--- src/rtl/aes_pkg.sv ---
// Shared op codes, FSM/step encodings and the GF(2^8) xtime helper
// used by the AES-128 round sequencer.
package aes_pkg;

    localparam logic [2:0] OP_NOP         = 3'd0;
    localparam logic [2:0] OP_ADD_KEY     = 3'd1;
    localparam logic [2:0] OP_SUB_BYTES   = 3'd2;
    localparam logic [2:0] OP_SHIFT_ROWS  = 3'd3;
    localparam logic [2:0] OP_MIX_COLUMNS = 3'd4;
    localparam logic [2:0] OP_KEY_EXPAND  = 3'd5;

    localparam logic [7:0] RCON_INIT = 8'h01;
    localparam logic [7:0] RCON_POLY = 8'h1b;

    typedef enum logic [1:0] {
        ST_IDLE  = 2'd0,
        ST_ISSUE = 2'd1,
        ST_WAIT  = 2'd2,
        ST_DONE  = 2'd3
    } seq_state_e;

    typedef enum logic [2:0] {
        STEP_ADD_KEY     = 3'd0,
        STEP_KEY_EXPAND  = 3'd1,
        STEP_SUB_BYTES   = 3'd2,
        STEP_SHIFT_ROWS  = 3'd3,
        STEP_MIX_COLUMNS = 3'd4
    } seq_step_e;

    function automatic logic [7:0] xtime(input logic [7:0] b);
        logic [7:0] w_shl;
        w_shl = {b[6:0], 1'b0};
        return b[7] ? (w_shl ^ RCON_POLY) : w_shl;
    endfunction

    function automatic logic [2:0] step_to_op(input seq_step_e s);
        case (s)
            STEP_ADD_KEY:     return OP_ADD_KEY;
            STEP_KEY_EXPAND:  return OP_KEY_EXPAND;
            STEP_SUB_BYTES:   return OP_SUB_BYTES;
            STEP_SHIFT_ROWS:  return OP_SHIFT_ROWS;
            STEP_MIX_COLUMNS: return OP_MIX_COLUMNS;
            default:          return OP_NOP;
        endcase
    endfunction

endpackage

--- src/rtl/aes_rcon_gen.sv ---
// Round-constant register: reloads to 01 at block start and steps by
// xtime each time a KEY_EXPAND completes.
module aes_rcon_gen
    import aes_pkg::*;
(
    input  logic       clk,
    input  logic       rst,
    input  logic       i_load,
    input  logic       i_advance,
    output logic [7:0] o_rcon
);

    logic [7:0] r_rcon;

    // rcon state: load has priority over advance
    always_ff @(posedge clk) begin
        if (rst) begin
            r_rcon <= RCON_INIT;
        end else if (i_load) begin
            r_rcon <= RCON_INIT;
        end else if (i_advance) begin
            r_rcon <= xtime(r_rcon);
        end else begin
            r_rcon <= r_rcon;
        end
    end

    assign o_rcon = r_rcon;

endmodule

--- src/rtl/aes_round_sequencer.sv ---
// Control FSM issuing AES-128 micro-ops (valid/ready issue, done completion).
// Optional WAIT timeout with err pulse is enabled by defining AES_SEQ_TIMEOUT_EN.
module aes_round_sequencer
    import aes_pkg::*;
#(
    parameter int NR      = 10,
    parameter int TIMEOUT = 255
) (
    input  logic       clk,
    input  logic       rst,
    input  logic       start_valid,
    output logic       start_ready,
    input  logic       abort,
    output logic       op_valid,
    input  logic       op_ready,
    output logic [2:0] op_code,
    output logic [3:0] op_round,
    output logic       op_last,
    output logic [7:0] rcon,
    input  logic       op_done,
    output logic       busy,
    output logic       done,
    output logic       err
);

    localparam logic [3:0] LAST_ROUND = 4'(NR);

    if (NR < 2 || NR > 14 || TIMEOUT < 1) begin : g_bad_param
        $error("aes_round_sequencer: NR must be 2..14 and TIMEOUT >= 1");
    end

    seq_state_e r_state, w_state_nxt;
    seq_step_e  r_step, w_step_nxt;
    logic [3:0] r_round, w_round_nxt;
    logic       w_rcon_load, w_rcon_adv, w_final_round, w_active;

    assign w_final_round = (r_round == LAST_ROUND);

`ifdef AES_SEQ_TIMEOUT_EN
    logic [15:0] r_wait_cnt;
    logic        r_err, w_err_nxt, w_timeout;

    assign w_timeout = (r_wait_cnt == 16'(TIMEOUT - 1));

    // cycles spent in WAIT; reads zero on the first WAIT cycle
    always_ff @(posedge clk) begin
        if (rst) begin
            r_wait_cnt <= 16'd0;
        end else if (r_state == ST_WAIT) begin
            r_wait_cnt <= r_wait_cnt + 16'd1;
        end else begin
            r_wait_cnt <= 16'd0;
        end
    end

    // one-cycle timeout pulse
    always_ff @(posedge clk) begin
        if (rst) begin
            r_err <= 1'b0;
        end else begin
            r_err <= w_err_nxt;
        end
    end

    assign err = r_err;
`else
    assign err = 1'b0;
`endif

    // next-state, step pointer and round decode
    always_comb begin
        w_state_nxt = r_state;
        w_step_nxt  = r_step;
        w_round_nxt = r_round;
        w_rcon_load = 1'b0;
        w_rcon_adv  = 1'b0;
`ifdef AES_SEQ_TIMEOUT_EN
        w_err_nxt   = 1'b0;
`endif
        case (r_state)
            ST_IDLE: begin
                if (start_valid) begin
                    w_state_nxt = ST_ISSUE;
                    w_step_nxt  = STEP_ADD_KEY;
                    w_round_nxt = 4'd0;
                    w_rcon_load = 1'b1;
                end else begin
                    w_state_nxt = ST_IDLE;
                end
            end
            ST_ISSUE: begin
                if (abort) begin
                    w_state_nxt = ST_IDLE;
                end else if (op_ready) begin
                    w_state_nxt = ST_WAIT;
                end else begin
                    w_state_nxt = ST_ISSUE;
                end
            end
            ST_WAIT: begin
                if (abort) begin
                    w_state_nxt = ST_IDLE;
                end else if (op_done) begin
                    w_state_nxt = ST_ISSUE;
                    w_rcon_adv  = (r_step == STEP_KEY_EXPAND);
                    // the round advances here so KEY_EXPAND is issued with its own round
                    case (r_step)
                        STEP_ADD_KEY: begin
                            if (w_final_round) begin
                                w_state_nxt = ST_DONE;
                            end else begin
                                w_step_nxt  = STEP_KEY_EXPAND;
                                w_round_nxt = r_round + 4'd1;
                            end
                        end
                        STEP_KEY_EXPAND:  w_step_nxt = STEP_SUB_BYTES;
                        STEP_SUB_BYTES:   w_step_nxt = STEP_SHIFT_ROWS;
                        STEP_SHIFT_ROWS:  w_step_nxt = w_final_round ? STEP_ADD_KEY : STEP_MIX_COLUMNS;
                        STEP_MIX_COLUMNS: w_step_nxt = STEP_ADD_KEY;
                        default:          w_state_nxt = ST_IDLE;
                    endcase
                end
`ifdef AES_SEQ_TIMEOUT_EN
                else if (w_timeout) begin
                    w_state_nxt = ST_IDLE;
                    w_err_nxt   = 1'b1;
                end
`endif
                else begin
                    w_state_nxt = ST_WAIT;
                end
            end
            ST_DONE: w_state_nxt = ST_IDLE;
            default: w_state_nxt = ST_IDLE;
        endcase
    end

    // FSM, step pointer and round registers
    always_ff @(posedge clk) begin
        if (rst) begin
            r_state <= ST_IDLE;
            r_step  <= STEP_ADD_KEY;
            r_round <= 4'd0;
        end else begin
            r_state <= w_state_nxt;
            r_step  <= w_step_nxt;
            r_round <= w_round_nxt;
        end
    end

    aes_rcon_gen u_rcon (
        .clk       (clk),
        .rst       (rst),
        .i_load    (w_rcon_load),
        .i_advance (w_rcon_adv),
        .o_rcon    (rcon)
    );

    assign w_active    = (r_state == ST_ISSUE) || (r_state == ST_WAIT);
    assign start_ready = (r_state == ST_IDLE);
    assign op_valid    = (r_state == ST_ISSUE);
    assign busy        = (r_state != ST_IDLE);
    assign done        = (r_state == ST_DONE);
    assign op_code     = w_active ? step_to_op(r_step) : OP_NOP;
    assign op_round    = w_active ? r_round : 4'd0;
    assign op_last     = w_active && w_final_round;

endmodule

--- config.mk ---
export PLATFORM = sky130hd
export DESIGN_NAME = aes_round_sequencer
export DESIGN_NICKNAME = d
export VERILOG_FILES = /design/src/rtl/aes_pkg.sv /design/src/rtl/aes_rcon_gen.sv /design/src/rtl/aes_round_sequencer.sv
export SDC_FILE = /design/constraint.sdc
export NUM_CORES = 1
export LEC_CHECK = 0
export CELL_PAD_IN_SITES_DETAIL_PLACEMENT = 0
export CELL_PAD_IN_SITES_GLOBAL_PLACEMENT = 2
export CORE_MARGIN = 2
export CORE_UTILIZATION = 30
export DETAILED_ROUTE_END_ITERATION = 6
export PLACE_DENSITY_LB_ADDON = 0.05
export SLEW_MARGIN = 20
export SYNTH_ARGS = -nofsm -noshare
export SYNTH_HDL_FRONTEND = slang
export SYNTH_SLANG_ARGS = --single-unit
--- constraint.sdc ---
create_clock -name clk -period 4.4 [get_ports clk]
set_input_delay 0.66 -clock clk [delete_from_list [all_inputs] [get_ports clk]]
set_output_delay 0.66 -clock clk [all_outputs]
set_load 0.01 [all_outputs]
[Word level (Yosys, flattened, before mapping)]
Cells that the tools add are included.
Word-level totals
  input port bits: 6
  register bits after elaboration: 17
  logic and storage cells: 61
  output and inout bits: 21
Cells by class
  equal/unequal tests: 15
  reductions and logical operators: 10
  mux-type cells: 30
  add/sub/neg operators: 1
  bitwise logic cells: 1
Operators by type and width (count)
  case mux 3 bit (5 select lines): 2
  2-to-1 mux 4 bit: 6
  2-to-1 mux 3 bit: 6
  AND reduction 6 bit: 2
  2-to-1 mux 2 bit: 5
  inequality test 2 bit (second input constant): 4
  case mux 2 bit (4 select lines): 1
  case mux 4 bit (2 select lines): 1
  == test 3 x 2 -> 1 bit (second input constant): 2
  2-to-1 mux 1 bit: 6
  inequality test 6 x 2 -> 1 bit (second input constant): 1
  case mux 3 bit (2 select lines): 1
  2-to-1 mux 5 bit: 1
  adder 4 x 1 -> 4 bit (second input constant): 1
  == test 2 bit (second input constant): 2
  == test 4 bit (second input constant): 1
  NOT 4 bit: 1
  case mux 2 bit (2 select lines): 1
  nonzero test 2 bit: 2
  OR reduction 4 bit: 1
  == test 3 x 1 -> 1 bit (second input constant): 1
  == test 3 bit (second input constant): 1
  zero test 3 bit: 1
  inequality test 3 bit (second input constant): 1
  other kinds (6): 6

[Depth between registers and ports, before layout]
  depth in word-level cells: 6
  depth in mapped cells: 8
  gate-level depth less buffers: 6

[Cells and area by module]
Synthesis repeated with hierarchy kept, for this count alone.
Second synthesis, totals
  cell total of the unflattened synthesis: 123
  area total of the unflattened synthesis: 1022.2 um^2
Modules (own cells, without submodules)
  aes_round_sequencer: seq. area each 180.2 um^2, cells an instance 92, times used 1, area each 704.4 um^2
  aes_rcon_gen: seq. area each 160.2 um^2, cells an instance 31, times used 1, area each 317.8 um^2

[Worst setup path after synthesis]
OpenSTA, ideal clock, no wires.
  path type: register to output
  start: register r_state[0]
  end: output port op_code[0]
  arrival time: 1.119 ns
  cell stages (with the launch flop): 5
  data required time: 3.740 ns
  path slack: 2.621 ns
  path buffers: 0
  path through: dfxtp_1 -> inv_1 -> ha_1 -> inv_1 -> a211oi_1
Between the ends
  longest elaborated chain between the ends: 3
  elaborated cells on any way between the ends: 4
  those cells by class: eq/ne: 2; mux: 1; reduce/logical: 1
Ends and longest elaborated chain
  start: declaration: line aes_round_sequencer.sv:32  | seq_state_e r_state, w_state_nxt;
  start signal: assignment: line aes_round_sequencer.sv:145  | r_state <= w_state_nxt;
  == test 2 x 1 -> 1 bit / == test 2 bit (equally long branches): line aes_round_sequencer.sv:159  | assign w_active = (r_state == ST_ISSUE) || (r_state == ST_WAIT);
  logical OR 1 bit *: line aes_round_sequencer.sv:159
  2-to-1 mux 3 bit *: line aes_round_sequencer.sv:164  | assign op_code = w_active ? step_to_op(r_step) : OP_NOP;
  end: declaration: line aes_round_sequencer.sv:16  | output logic [2:0] op_code,
Mark *: on every way between the ends. The rest lies on a longest branch, timed or not.

[Worst setup path in the final report]
  start: register r_state[1]
  end: output port op_code[0]
The elaborated chain is that of the path after synthesis.

==> summary.md <==
| Metric | Value |
|---|---|
| Sequential cell area fraction in the yosys report | `approximately a third` |
| Slew @ Worst Pin | `between 0.7 and 0.8 ns` |
| Setup violators final | `0` |
| H-tree depth | `1` |
| Status | `complete, no violations` |
| Area contributors post-synth | `dfxtp_1 33%, ha_1 7.2%, nor2_1 5.4%` |
| Maximum vdd drop | `around 0.067 mV` |
| Dpl hpwl | `~1.9 mm` |
| Layout Cells excl Fill | `between 150 and 200` |
| GR Overflow Total | `0` |
| Clock Skew | `between 0.004 and 0.005 ns` |
| Cell area after synthesis | `1040 sq um` |
| Int Pwr | `around 0.2 mW` |
| Wire per inst | `approximately 13 um` |
| Routed wire length | `between 2 and 2.5 mm` |
| RR Startpoint | `r_state[0]` |
| Combinational power share | `about 11%` |
| Port Buf Inserts | `25` |
| N_diodes | `0` |
| R2r setup slk | `about 2.3 ns` |
| Hold_sp | `u_rcon.o_rcon[1]` |
| CP Max Fanout | `5` |
| Total number of vias | `between 900 and 1000` |
| Root Driver | `clkbuf_4` |
| Clock slew at reported path FFs | `approximately 0.11 ns` |
| IO Count | `27` |
| Post-CTS setup buffer count | `0` |
| Worst Setup End Kind | `output port` |
| CP startpoint kind | `flop` |
| Number of library cell types mapped by synthesis | `43` |
| Nets | `154` |
| P_sw | `~0.07 mW` |
| First-pass GRT wire length | `approximately 4.3 mm` |
| Initial Util | `about 31%` |
| Setup WS post-layout | `1.76 ns` |
| CTS Buf Count | `3` |
| Critical Path RT | `between 3 and 4 ns` |
| CTS-repair resized insts | `0` |
| CTS Hold Buffers Added | `0` |
| Net Sw Frac | `around 26%` |
| Total Power | `about 0.27 mW` |
| Mean post-synth cell area | `8.61 sq um` |
| Drt first-iter violations | `23` |
| Crit Path Class | `flop to output port` |
| Max Root-Sink Buffers | `2` |
| Fin. Hold Viols | `0` |
| Maxcap violations | `0` |
| Clock share of power | `about 32%` |
| Clock sink count | `17` |
| Flops & latches, synth | `17` |
| Hold path depth | `2` |
| Util after Layout | `slightly below 40%` |
| Yosys warning total | `0` |
| Lkg Pwr | `between 0.4 and 0.5 nW` |
| Largest net degree at the start of global routing | `13` |
| CP Data Arrival Time | `roughly 2 ns` |
| Vias per cell | `a little under 5` |
| CTS tree | `yes` |
| Cells after DPL | `roughly 180` |
| Final Cycle Share | `60.1%` |
| Ratio of cells with drive above 1 in the final layout | `6.38%` |
| Die Wd | `around 63 um` |
| GP Congestion | `approximately 0.74` |
| Cell row count | `21` |
| All-Layer GR Usage | `between 10% and 20%` |
| Synthesis-to-layout area growth | `26.5%` |
| Cells on worst reg2reg path | `6` |
| Die footprint | `just under 4000 sq um` |
| DRT Pass-1 Iters | `4` |
| RSZ-0062 raised after global routing | `no` |
| Post-synthesis instance total | `between 100 and 150` |
| Relative slew slack | `47.8%` |
| Final antenna-violating net count | `0` |
| Power per Cell Area | `approximately 210 nW/um^2` |
| Worst hold-check path type | `flop to flop` |
| Final min period | `around 2.6 ns` |
| Post-place setup slack | `1.94 ns` |
| Worst skew pair latency | `around 0.29 ns` |
| Reg power frac | `between 50% and 60%` |
| Post-synth top area share | `around 33%` |
| Worst Hold Endpoint | `u_rcon.o_rcon[1]` |
| Core area | `~3300 sq um` |
| Initial antenna violation count | `0` |
| DR DRC count | `0` |
| Vias in the first global route | `858` |
| Die height | `approximately 63 um` |
| Achievable frequency | `~380 MHz` |
| Syn Nets | `about 130` |
| Area leader, netlist | `dfxtp_1` |
| Max Slew Vio Count | `0` |
| FF-to-FF End | `u_rcon.o_rcon[0]` |
| Setup TNS | `0 ns` |
## routing by layer
| metal | up-vias | routed length (um) | GRT usage, % |
|---|---|---|---|
| li1 | 460 | - | - |
| met1 | 422 | 1190 | 17.9 |
| met2 | 26 | 1130 | 22.1 |
| met3 | 2 | 115 | 2.52 |
| met4 | 0 | 11 | 3.33 |
| met5 | - | 0 | 0 |
## cell usage after synthesis (all sizes together)
cell / number
a211o: 1
a211oi: 4
a21boi: 2
a21oi: 4
a22oi: 1
a31o: 1
a32oi: 1
and2: 5
and3b: 2
buf: 7
clkbuf: 2
conb: 1
dfxtp: 17
ha: 6
inv: 8
mux2i: 4
nand2: 3
nand2b: 4
nand3: 1
nand3b: 2
nand4: 2
nor2: 15
nor2b: 3
nor3: 4
nor3b: 1
nor4: 1
o21a: 1
o21ai: 5
o311a: 1
o31ai: 2
o32ai: 1
o41ai: 1
or3: 3
or4: 1
xnor2: 4
## worst max-delay path by stage
stage	from	endpoint	slack [ns]	cells past startpoint
6_report	r_state[1]	op_code[0]	1.76	5
5_1_grt	r_state[0]	op_code[0]	1.63	5
4_1_cts	r_state[0]	op_code[0]	1.71	5
3_5_place_dp	abort	u_rcon.o_rcon[0]	1.94	5
3_3_place_gp	abort	u_rcon.o_rcon[0]	1.98	5
2_1_floorplan	r_state[0]	op_code[0]	2.62	4
## cell usage in the layout, fill, tap and decap left out, types with 2 or more instances in the layout
master,instances
clkdlybuf4s50_1,25
ha_1,6
a211oi_1,4
nor3_1,2
nor2_1,15
inv_1,8
nand2b_1,4
o21ai_0,4
xnor2_1,4
or3_1,3
clkbuf_4,3
dfxtp_1,17
nand4_1,2
nand2_1,3
a21oi_1,4
and2_1,5
mux2i_1,4
nor2b_1,3
o31ai_1,2
and3b_1,2
## cell families after synthesis
logic type | after synthesis | share of synthesized area (%)
compound gates | 25 | 17.0
xor+xnor | 4 | 3.36
fa+ha+maj | 6 | 7.20
buf+inv | 17 | 8.52
flops | 17 | 32.7
mux | 4 | 3.84
other cells | 1 | 0.360
simple gates | 47 | 27.0
## critical path, stage by stage, from the launching register on
cell             delay (ns)
dfxtp_1                0.38
inv_1                  0.08
ha_1                   0.34
inv_1                  0.11
a211oi_1               0.22
clkdlybuf4s50_1        0.57
## stage by stage
stage	area [sq um]	hold slack [ns]
after CTS	1320	0.532
after floorplan	1040	0.493
final	1320	0.530
after detailed placement	1290	0.514
after global placement	1290	0.509
after global routing	1320	0.557
## cell type report
cell class | count | area (sq um)
tap | 46 | 57.6
inverter | 8 | 30.0
clock buffer | 3 | 22.5
timing repair buffer | 25 | 250
multi-input combinational | 87 | 613
fill | 361 | 2020
clock inverter | 1 | 5.00
sequential | 17 | 340
## state kept, by name, indices dropped and copies added (netlist names)
name	cells
u_rcon.o_rcon	8
r_step	3
r_round	4
r_state	2
## power by group through the flow
stage	logic, mW	registers, mW	clock network (mW)
after floorplan	0.0163	0.158	0
after global placement	0.0296	0.159	0
after detailed placement	0.0294	0.159	0
after CTS	0.0295	0.155	0.0924
after global routing	0.0328	0.155	0.0992
final	0.0292	0.155	0.0877
Power figures use the tool's default switching activity.
